==> src/rtl/irrigation_pkg.sv <==
// Shared state encoding and helpers for the multi-zone irrigation scheduler.
package irrigation_pkg;

    localparam int STATE_W   = 3;
    localparam int MAX_ZONES = 8;

    typedef enum logic [STATE_W-1:0] {
        ST_IDLE     = 3'd0,
        ST_SCAN     = 3'd1,
        ST_IRRIGATE = 3'd2,
        ST_REFILL   = 3'd3,
        ST_FAULT    = 3'd4
    } state_e;

    // Probe readings that cannot happen with a physically consistent tank.
    function automatic logic conflict_f(
        input logic low,
        input logic mid,
        input logic high
    );
        return (mid & ~low) | (high & ~mid);
    endfunction

    function automatic logic [MAX_ZONES-1:0] zone_onehot(
        input logic [2:0] idx
    );
        logic [MAX_ZONES-1:0] oh;
        oh      = '0;
        oh[idx] = 1'b1;
        return oh;
    endfunction

endpackage

==> src/rtl/multi_zone_irrigation_scheduler_debouncer.sv <==
// Two-flop synchroniser followed by a per-bit tick-based stability filter.
module sensor_debouncer #(
    parameter int W      = 1,
    parameter int SETTLE = 4
) (
    input  logic         clk_i,
    input  logic         rst_ni,
    input  logic         tick_i,
    input  logic [W-1:0] raw_i,
    output logic [W-1:0] deb_o
);

    localparam int CW = $clog2(SETTLE + 1);

    logic [W-1:0] sync1_q, sync2_q;

    always_ff @(posedge clk_i or negedge rst_ni) begin
        if (!rst_ni) begin
            sync1_q <= '0;
            sync2_q <= '0;
        end else begin
            sync1_q <= raw_i;
            sync2_q <= sync1_q;
        end
    end

    for (genvar i = 0; i < W; i++) begin : g_bit
        logic [CW-1:0] cnt_q;
        logic          deb_q;

        always_ff @(posedge clk_i or negedge rst_ni) begin
            if (!rst_ni) begin
                cnt_q <= '0;
                deb_q <= 1'b0;
            end else if (tick_i) begin
                if (sync2_q[i] == deb_q) begin
                    cnt_q <= '0;
                end else if (cnt_q == CW'(SETTLE - 1)) begin
                    deb_q <= sync2_q[i];
                    cnt_q <= '0;
                end else begin
                    cnt_q <= cnt_q + 1'b1;
                end
            end
        end

        assign deb_o[i] = deb_q;
    end

endmodule

==> src/rtl/multi_zone_irrigation_scheduler.sv <==
// Round-robin multi-zone irrigation scheduler sharing one pump/dripper pair.
// All decisions run on debounced sensors and advance only on the tick.
module multi_zone_irrigation_scheduler
    import irrigation_pkg::*;
#(
    parameter int  ZONES        = 4,
    parameter int  TICK_DIV     = 1000,
    parameter int  DWELL_TICKS  = 16,
    parameter int  SETTLE_TICKS = 4,
    localparam int PW = (ZONES > 1) ? $clog2(ZONES) : 1
) (
    input  logic               clock,
    input  logic               reset_n,
    input  logic               low_water_level,
    input  logic               mid_water_level,
    input  logic               high_water_level,
    input  logic [ZONES-1:0]   earth_humidity,
    input  logic               air_humidity,
    input  logic               low_temperature,
    output logic               water_supply_valvule,
    output logic               splinker_bomb,
    output logic               dripper_valvule,
    output logic [ZONES-1:0]   zone_valves,
    output logic [PW-1:0]      active_zone,
    output logic               alarm,
    output logic [STATE_W-1:0] fsm_state,
    output logic               tick
);

    localparam int TW = $clog2(TICK_DIV);
    localparam int DW = $clog2(DWELL_TICKS + 1);
    localparam int FW = $clog2(SETTLE_TICKS + 1);
    localparam int NS = ZONES + 5;

    logic [TW-1:0] tcnt_q;
    logic          tick_q;

    always_ff @(posedge clock or negedge reset_n) begin
        if (!reset_n) begin
            tcnt_q <= '0;
            tick_q <= 1'b0;
        end else begin
            tick_q <= (tcnt_q == TW'(TICK_DIV - 1));
            tcnt_q <= (tcnt_q == TW'(TICK_DIV - 1)) ? '0 : tcnt_q + 1'b1;
        end
    end

    logic [NS-1:0]    deb;
    logic             lo, mi, hi, air, cold, confl;
    logic [ZONES-1:0] hum;

    sensor_debouncer #(
        .W      (NS),
        .SETTLE (SETTLE_TICKS)
    ) u_deb (
        .clk_i  (clock),
        .rst_ni (reset_n),
        .tick_i (tick_q),
        .raw_i  ({earth_humidity, low_temperature, air_humidity,
                  high_water_level, mid_water_level, low_water_level}),
        .deb_o  (deb)
    );

    assign lo    = deb[0];
    assign mi    = deb[1];
    assign hi    = deb[2];
    assign air   = deb[3];
    assign cold  = deb[4];
    assign hum   = deb[NS-1:5];
    assign confl = conflict_f(lo, mi, hi);

    state_e        state_q, state_d;
    logic [PW-1:0] ptr_q, ptr_d, ptr_nxt, lap_q, lap_d;
    logic [DW-1:0] dwell_q, dwell_d;
    logic [FW-1:0] fcnt_q, fcnt_d;
    logic          mode_q, mode_d, blink_q, blink_d;

    assign ptr_nxt = (ptr_q == PW'(ZONES - 1)) ? '0 : ptr_q + 1'b1;

    always_ff @(posedge clock or negedge reset_n) begin
        if (!reset_n) begin
            state_q <= ST_IDLE;
            ptr_q   <= '0;
            lap_q   <= '0;
            dwell_q <= '0;
            fcnt_q  <= '0;
            mode_q  <= 1'b0;
            blink_q <= 1'b0;
        end else begin
            state_q <= state_d;
            ptr_q   <= ptr_d;
            lap_q   <= lap_d;
            dwell_q <= dwell_d;
            fcnt_q  <= fcnt_d;
            mode_q  <= mode_d;
            blink_q <= blink_d;
        end
    end

    always_comb begin
        state_d = state_q;
        ptr_d   = ptr_q;
        lap_d   = lap_q;
        dwell_d = dwell_q;
        fcnt_d  = fcnt_q;
        mode_d  = mode_q;
        blink_d = blink_q;
        if (tick_q) begin
            unique case (state_q)
                ST_IDLE: begin
                    if (confl) begin
                        state_d = ST_FAULT;
                    end else if (!lo) begin
                        state_d = ST_REFILL;
                    end else if (|(~hum)) begin
                        state_d = ST_SCAN;
                        lap_d   = '0;
                    end
                end
                ST_SCAN: begin
                    if (confl) begin
                        state_d = ST_FAULT;
                    end else if (!lo) begin
                        state_d = ST_REFILL;
                    end else if (!hum[ptr_q]) begin
                        state_d = ST_IRRIGATE;
                        dwell_d = DW'(DWELL_TICKS);
                        mode_d  = mi & ~air & ~cold;
                    end else begin
                        ptr_d = ptr_nxt;
                        if (lap_q == PW'(ZONES - 1)) begin
                            state_d = ST_IDLE;
                        end else begin
                            lap_d = lap_q + 1'b1;
                        end
                    end
                end
                ST_IRRIGATE: begin
                    if (confl) begin
                        state_d = ST_FAULT;
                    end else if (!lo) begin
                        state_d = ST_REFILL;
                    end else if (dwell_q <= DW'(1) || hum[ptr_q]) begin
                        state_d = ST_SCAN;
                        ptr_d   = ptr_nxt;
                        lap_d   = '0;
                        dwell_d = '0;
                    end else begin
                        dwell_d = dwell_q - 1'b1;
                    end
                end
                ST_REFILL: begin
                    if (confl) begin
                        state_d = ST_FAULT;
                    end else if (lo) begin
                        state_d = ST_SCAN;
                        lap_d   = '0;
                    end
                end
                ST_FAULT: begin
                    if (confl) begin
                        fcnt_d = '0;
                    end else if (fcnt_q == FW'(SETTLE_TICKS - 1)) begin
                        state_d = ST_IDLE;
                        fcnt_d  = '0;
                    end else begin
                        fcnt_d = fcnt_q + 1'b1;
                    end
                end
                default: state_d = ST_IDLE;
            endcase
            // Blink starts lit on entry and flips on every tick spent in fault.
            if (state_d == ST_FAULT && state_q != ST_FAULT) begin
                blink_d = 1'b1;
                fcnt_d  = '0;
            end else if (state_q == ST_FAULT) begin
                blink_d = ~blink_q;
            end
        end
    end

    logic [ZONES-1:0] zv_d, zv_q;
    logic             spr_d, spr_q, drip_d, drip_q;
    logic             wsv_d, wsv_q, alarm_d, alarm_q;

    always_comb begin
        zv_d    = '0;
        spr_d   = 1'b0;
        drip_d  = 1'b0;
        wsv_d   = ~hi & ~confl;
        alarm_d = ~mi;
        if (state_q == ST_IRRIGATE) begin
            zv_d   = ZONES'(zone_onehot(3'(ptr_q)));
            spr_d  = mode_q;
            drip_d = ~mode_q;
        end
        if (state_q == ST_FAULT) begin
            wsv_d   = 1'b0;
            alarm_d = blink_q;
        end
    end

    always_ff @(posedge clock or negedge reset_n) begin
        if (!reset_n) begin
            zv_q    <= '0;
            spr_q   <= 1'b0;
            drip_q  <= 1'b0;
            wsv_q   <= 1'b0;
            alarm_q <= 1'b0;
        end else begin
            zv_q    <= zv_d;
            spr_q   <= spr_d;
            drip_q  <= drip_d;
            wsv_q   <= wsv_d;
            alarm_q <= alarm_d;
        end
    end

    assign zone_valves          = zv_q;
    assign splinker_bomb        = spr_q;
    assign dripper_valvule      = drip_q;
    assign water_supply_valvule = wsv_q;
    assign alarm                = alarm_q;
    assign active_zone          = ptr_q;
    assign fsm_state            = state_q;
    assign tick                 = tick_q;

endmodule
==> config.mk <==
export PLATFORM = sky130hd
export DESIGN_NAME = multi_zone_irrigation_scheduler
export DESIGN_NICKNAME = d
export VERILOG_FILES = /design/src/rtl/irrigation_pkg.sv /design/src/rtl/multi_zone_irrigation_scheduler_debouncer.sv /design/src/rtl/multi_zone_irrigation_scheduler.sv
export SDC_FILE = /design/constraint.sdc
export NUM_CORES = 1
export LEC_CHECK = 0
export BUFFER_PORTS_ARGS = -buffer_cell sky130_fd_sc_hd__buf_2
export CAP_MARGIN = 20
export CELL_PAD_IN_SITES_DETAIL_PLACEMENT = 0
export CELL_PAD_IN_SITES_GLOBAL_PLACEMENT = 1
export CORE_MARGIN = 2
export CORE_UTILIZATION = 48
export DETAILED_ROUTE_END_ITERATION = 8
export GPL_TIMING_DRIVEN = 0
export PLACE_DENSITY = 0.83
export SYNTH_ARGS = -nofsm -noshare
export SYNTH_HDL_FRONTEND = slang
export SYNTH_SLANG_ARGS = --single-unit
==> constraint.sdc <==
create_clock -name clock -period 2.66 [get_ports clock]
set_input_delay 0.399 -clock clock [delete_from_list [all_inputs] [get_ports clock]]
set_output_delay 0.399 -clock clock [all_outputs]
set_load 0.1 [all_outputs]
==> summary.txt <==
Routing
  • Via density: 5.370
  • Post-route antenna net violation count: 0
  • Drt first pass iters: 4
  • Drt initial violations: 152
  • Post-Route WL: ~7600 µm
  • Vias: 2,830
  • DRC viols: 0
  • Mean routed wirelength per cell: 14.44 µm

Worst hold path
  • Worst Hold Class: primary input to register

Finish
  • Most frequent cells in the layout: 90 x dfrtp_1, 30 x inv_1, 26 x nand2_1
  • Proportion of layout cells with a drive suffix above 1: 13.98%
  • Most common cell after layout, fill and taps aside: dfrtp_1
  • Ant diodes: 0
  • Fin nets: 446
  • Final Cell Area: 4571 µm²
  • Synthesis-to-finish area growth: 11.47%

Floorplanning
  • CORE AREA: 8258 µm²
  • Standard-cell row count: 33
  • I/O pin cnt: 25
  • Chip width: 96.43 µm
  • Die Span Y: 96.43 µm
  • Initial core utilization: 49.65%
  • DIE AREA: ~9300 µm²

Global routing
  • Vias in the first global route: around 2,700
  • Largest net degree at the start of global routing: 62
  • Congestion Overflow GR: 0
  • Global-route wire length before repair: 12,930 µm
  • Antenna violations before repair: 0
  • All-Layer GR Usage: a little under a fifth

STA
  • Final critical-path share of the clock period: ~78%
  • Max Clock Freq: 484.1 MHz
  • Setup violators final: 0
  • Slew HR: between 50% and 60%
  • Hold Slack: 139.1 ps
  • Worst-margin pin slew: 713.5 ps
  • Final Max Slew Viols: 0
  • Final hold vios: 0
  • Clock Skew: 9.758 ps
  • Final worst path period need: 2066 ps
  • TNS Setup: 0 ps
  • RSZ-0062 raised after global routing: false

Clocking
  • CTS tree: built
  • Postcts setup bufs: 0
  • CTS root buf: clkbuf_8
  • Sink Count: 90
  • Max Buffers Root-to-Sink: 2
  • Reg clk slew, reported paths: 90 ps
  • Cts bufs inserted: 9
  • H-tree depth: 3
  • Worst skew pair latency: 360 ps

Placed design
  • PortBufs: 24
  • Final GP Congestion: slightly below 0.8
  • Hpwl dp: 5294 µm
  • Placed inst area: around 4400 µm²

Critical path
  • Startpoint Class: register
  • CP delay by family, top: multiplexers
  • Crit-path slowest cell: mux4_2
  • Crit-path max FO: 9
  • Buf+Inv Stages, Crit Path: 0
  • CP max stage delay: 650 ps
  • CP arrival: 2310 ps
  • Crit. End Element: register
  • Worst path cell trace: mux4_2 -> a31oi_2 -> o22ai_2 -> nand4_2 -> mux2_1
  • Critical path class: register to register
  • WP data required: between 2000 and 3000 ps

Pwr
  • Switch Pwr: roughly 0.53 mW
  • Sw Share: 23.16%
  • Cell-internal power: 1.764 mW
  • Total power: 2.295 mW
  • Comb power frac: 2.3%
  • PD cells: 502.1 nW/µm²
  • Seq pwr share: 60.5%
  • P_leak: approximately 2.1 nW
  • Clock power share: between 30% and 40%
  • Worst vdd ir: 286.6 µV

Logic synthesis
  • Syn avg cell area: 10.79 µm²
  • Ys Warns: 0
  • Number of synthesized flops with an enable pin: 0
  • Yosys reg bits: 90
  • Synth Flop Type: dfrtp_1
  • Mapped Area: 4100 µm²
  • Ranking of synthesized cells by area: dfrtp_1 55%, ha_1 5.5%, o21ai_0 2.9%
  • Ys async rst share: 100.0%
  • Synth unique cells: 54
  • Dominant cell type by area after synthesis: dfrtp_1
  • Register area share after synthesis: between 50% and 60%
  • Synthesized net count: between 400 and 500
  • Cells after Synth: 380
  • Synth top area share: 54.93%

Job
  • Max Cap Violations: 0

Run status
  • Status: complete, no violations
[logic make-up after synthesis]
family | count (synthesis) | synth area share [%]
fa+ha+maj | 18 | 5.493
buf+inv | 43 | 4.150
compound gates | 83 | 12.66
xor+xnor | 13 | 2.777
simple gates | 118 | 15.65
mux | 15 | 4.333
flops | 90 | 54.93
[Yosys cell counts, types with 2 or more instances]
cell       n
nand4_1    4
dfrtp_1   90
mux2i_1    2
o22ai_1   14
or3b_1     2
o21ai_1    7
a22o_1     2
nand2b_1   8
and3_1     2
o31ai_1    2
buf_1      2
inv_1     30
or3_1      5
nand3_1   14
a21oi_1   13
a21o_1     3
nor2b_1    7
mux2_2     9
o21a_1     4
nor2_1    19
ha_1      18
nor3_1     3
xor2_1     3
xnor2_1   10
mux2_1     3
nand3b_1  11
nand2_1   26
o21ai_0   24
clkbuf_1   9
and2_1    10
[metrics by stage]
step                      worst slack [ps]  std cells  util, %
after floorplan                      132.6        380        -
after global placement               411.5        509    52.70
after detailed placement             615.9        510    53.06
after CTS                            586.8        527    55.35
after global routing                 467.1        527    55.35
final                                594.5        527    55.35
[worst paths after layout]
kind	slack, ps	start	cells past startpoint	end
setup / recovery	590	active_zone[0]$_DFFE_PN0P_	5	active_zone[0]$_DFFE_PN0P_
hold / removal	140	high_water_level	1	u_deb.sync1_q[2]$_DFF_PN0_
setup reg to reg	590	active_zone[0]$_DFFE_PN0P_	5	active_zone[0]$_DFFE_PN0P_
hold reg to reg	350	u_deb.sync1_q[8]$_DFF_PN0_	0	u_deb.sync2_q[8]$_DFF_PN0_
max in group asynchronous	1530	reset_n	3	u_deb.sync1_q[1]$_DFF_PN0_
min in group asynchronous	510	reset_n	2	fsm_state[0]$_DFFE_PN0P_
[sequential cells by signal (all words and copies together) (netlist names), 2 cells and up]
name and count:
u_deb.g_bit.cnt_q 27, active_zone 2, u_deb.g_bit.deb_q 9, tcnt_q 10, dwell_q 5, fcnt_q 3, u_deb.sync2_q 9, fsm_state 3
zone_valves 4, u_deb.sync1_q 9, lap_q 2
[worst reg2reg max path: cells and delay by family, from the launching register on]
| family | cells | cell delay [ps] |
|---|---|---|
| AND/OR/NAND/NOR | 1 | 160 |
| AO/OA/AOI/OAI | 2 | 340 |
| multiplexers | 2 | 980 |
| flip-flops | 1 | 480 |
[power groups by stage]
stage	clock (mW)	sequential (mW)	combinational [mW]
floorplan	0	1.41	0.0119
global placement	0	1.41	0.0467
detailed placement	0	1.42	0.0537
CTS	0.882	1.39	0.0551
global route	0.938	1.39	0.0615
finish	0.856	1.39	0.0521
[metal layers]
metal  wire length, µm  vias up  track usage (%)
met5                 0        -                0
met1              3641     1383            24.96
met3               245        9            3.026
li1                  -     1390                -
met4               116        0            7.042
met2              3604       48            29.57
[cell type report]
type                            count  area, µm²
Buffer                             13      57.56
Clock buffer                       10      137.6
Clock inverter                      6      41.29
Fill cell                         785       3687
Inverter                           30      112.6
Multi-Input combinational cell    247       1678
Sequential cell                    90       2252
Tap cell                          105      131.4
Timing Repair Buffer               26      160.2
[timing repair]
item	CTS	global route
hold endpoints to repair	29	0
resized for setup	0	0
endpoints found under the setup margin	0	0
hold buffers	1	0
Note: power is estimated with default switching activity, not from simulation.
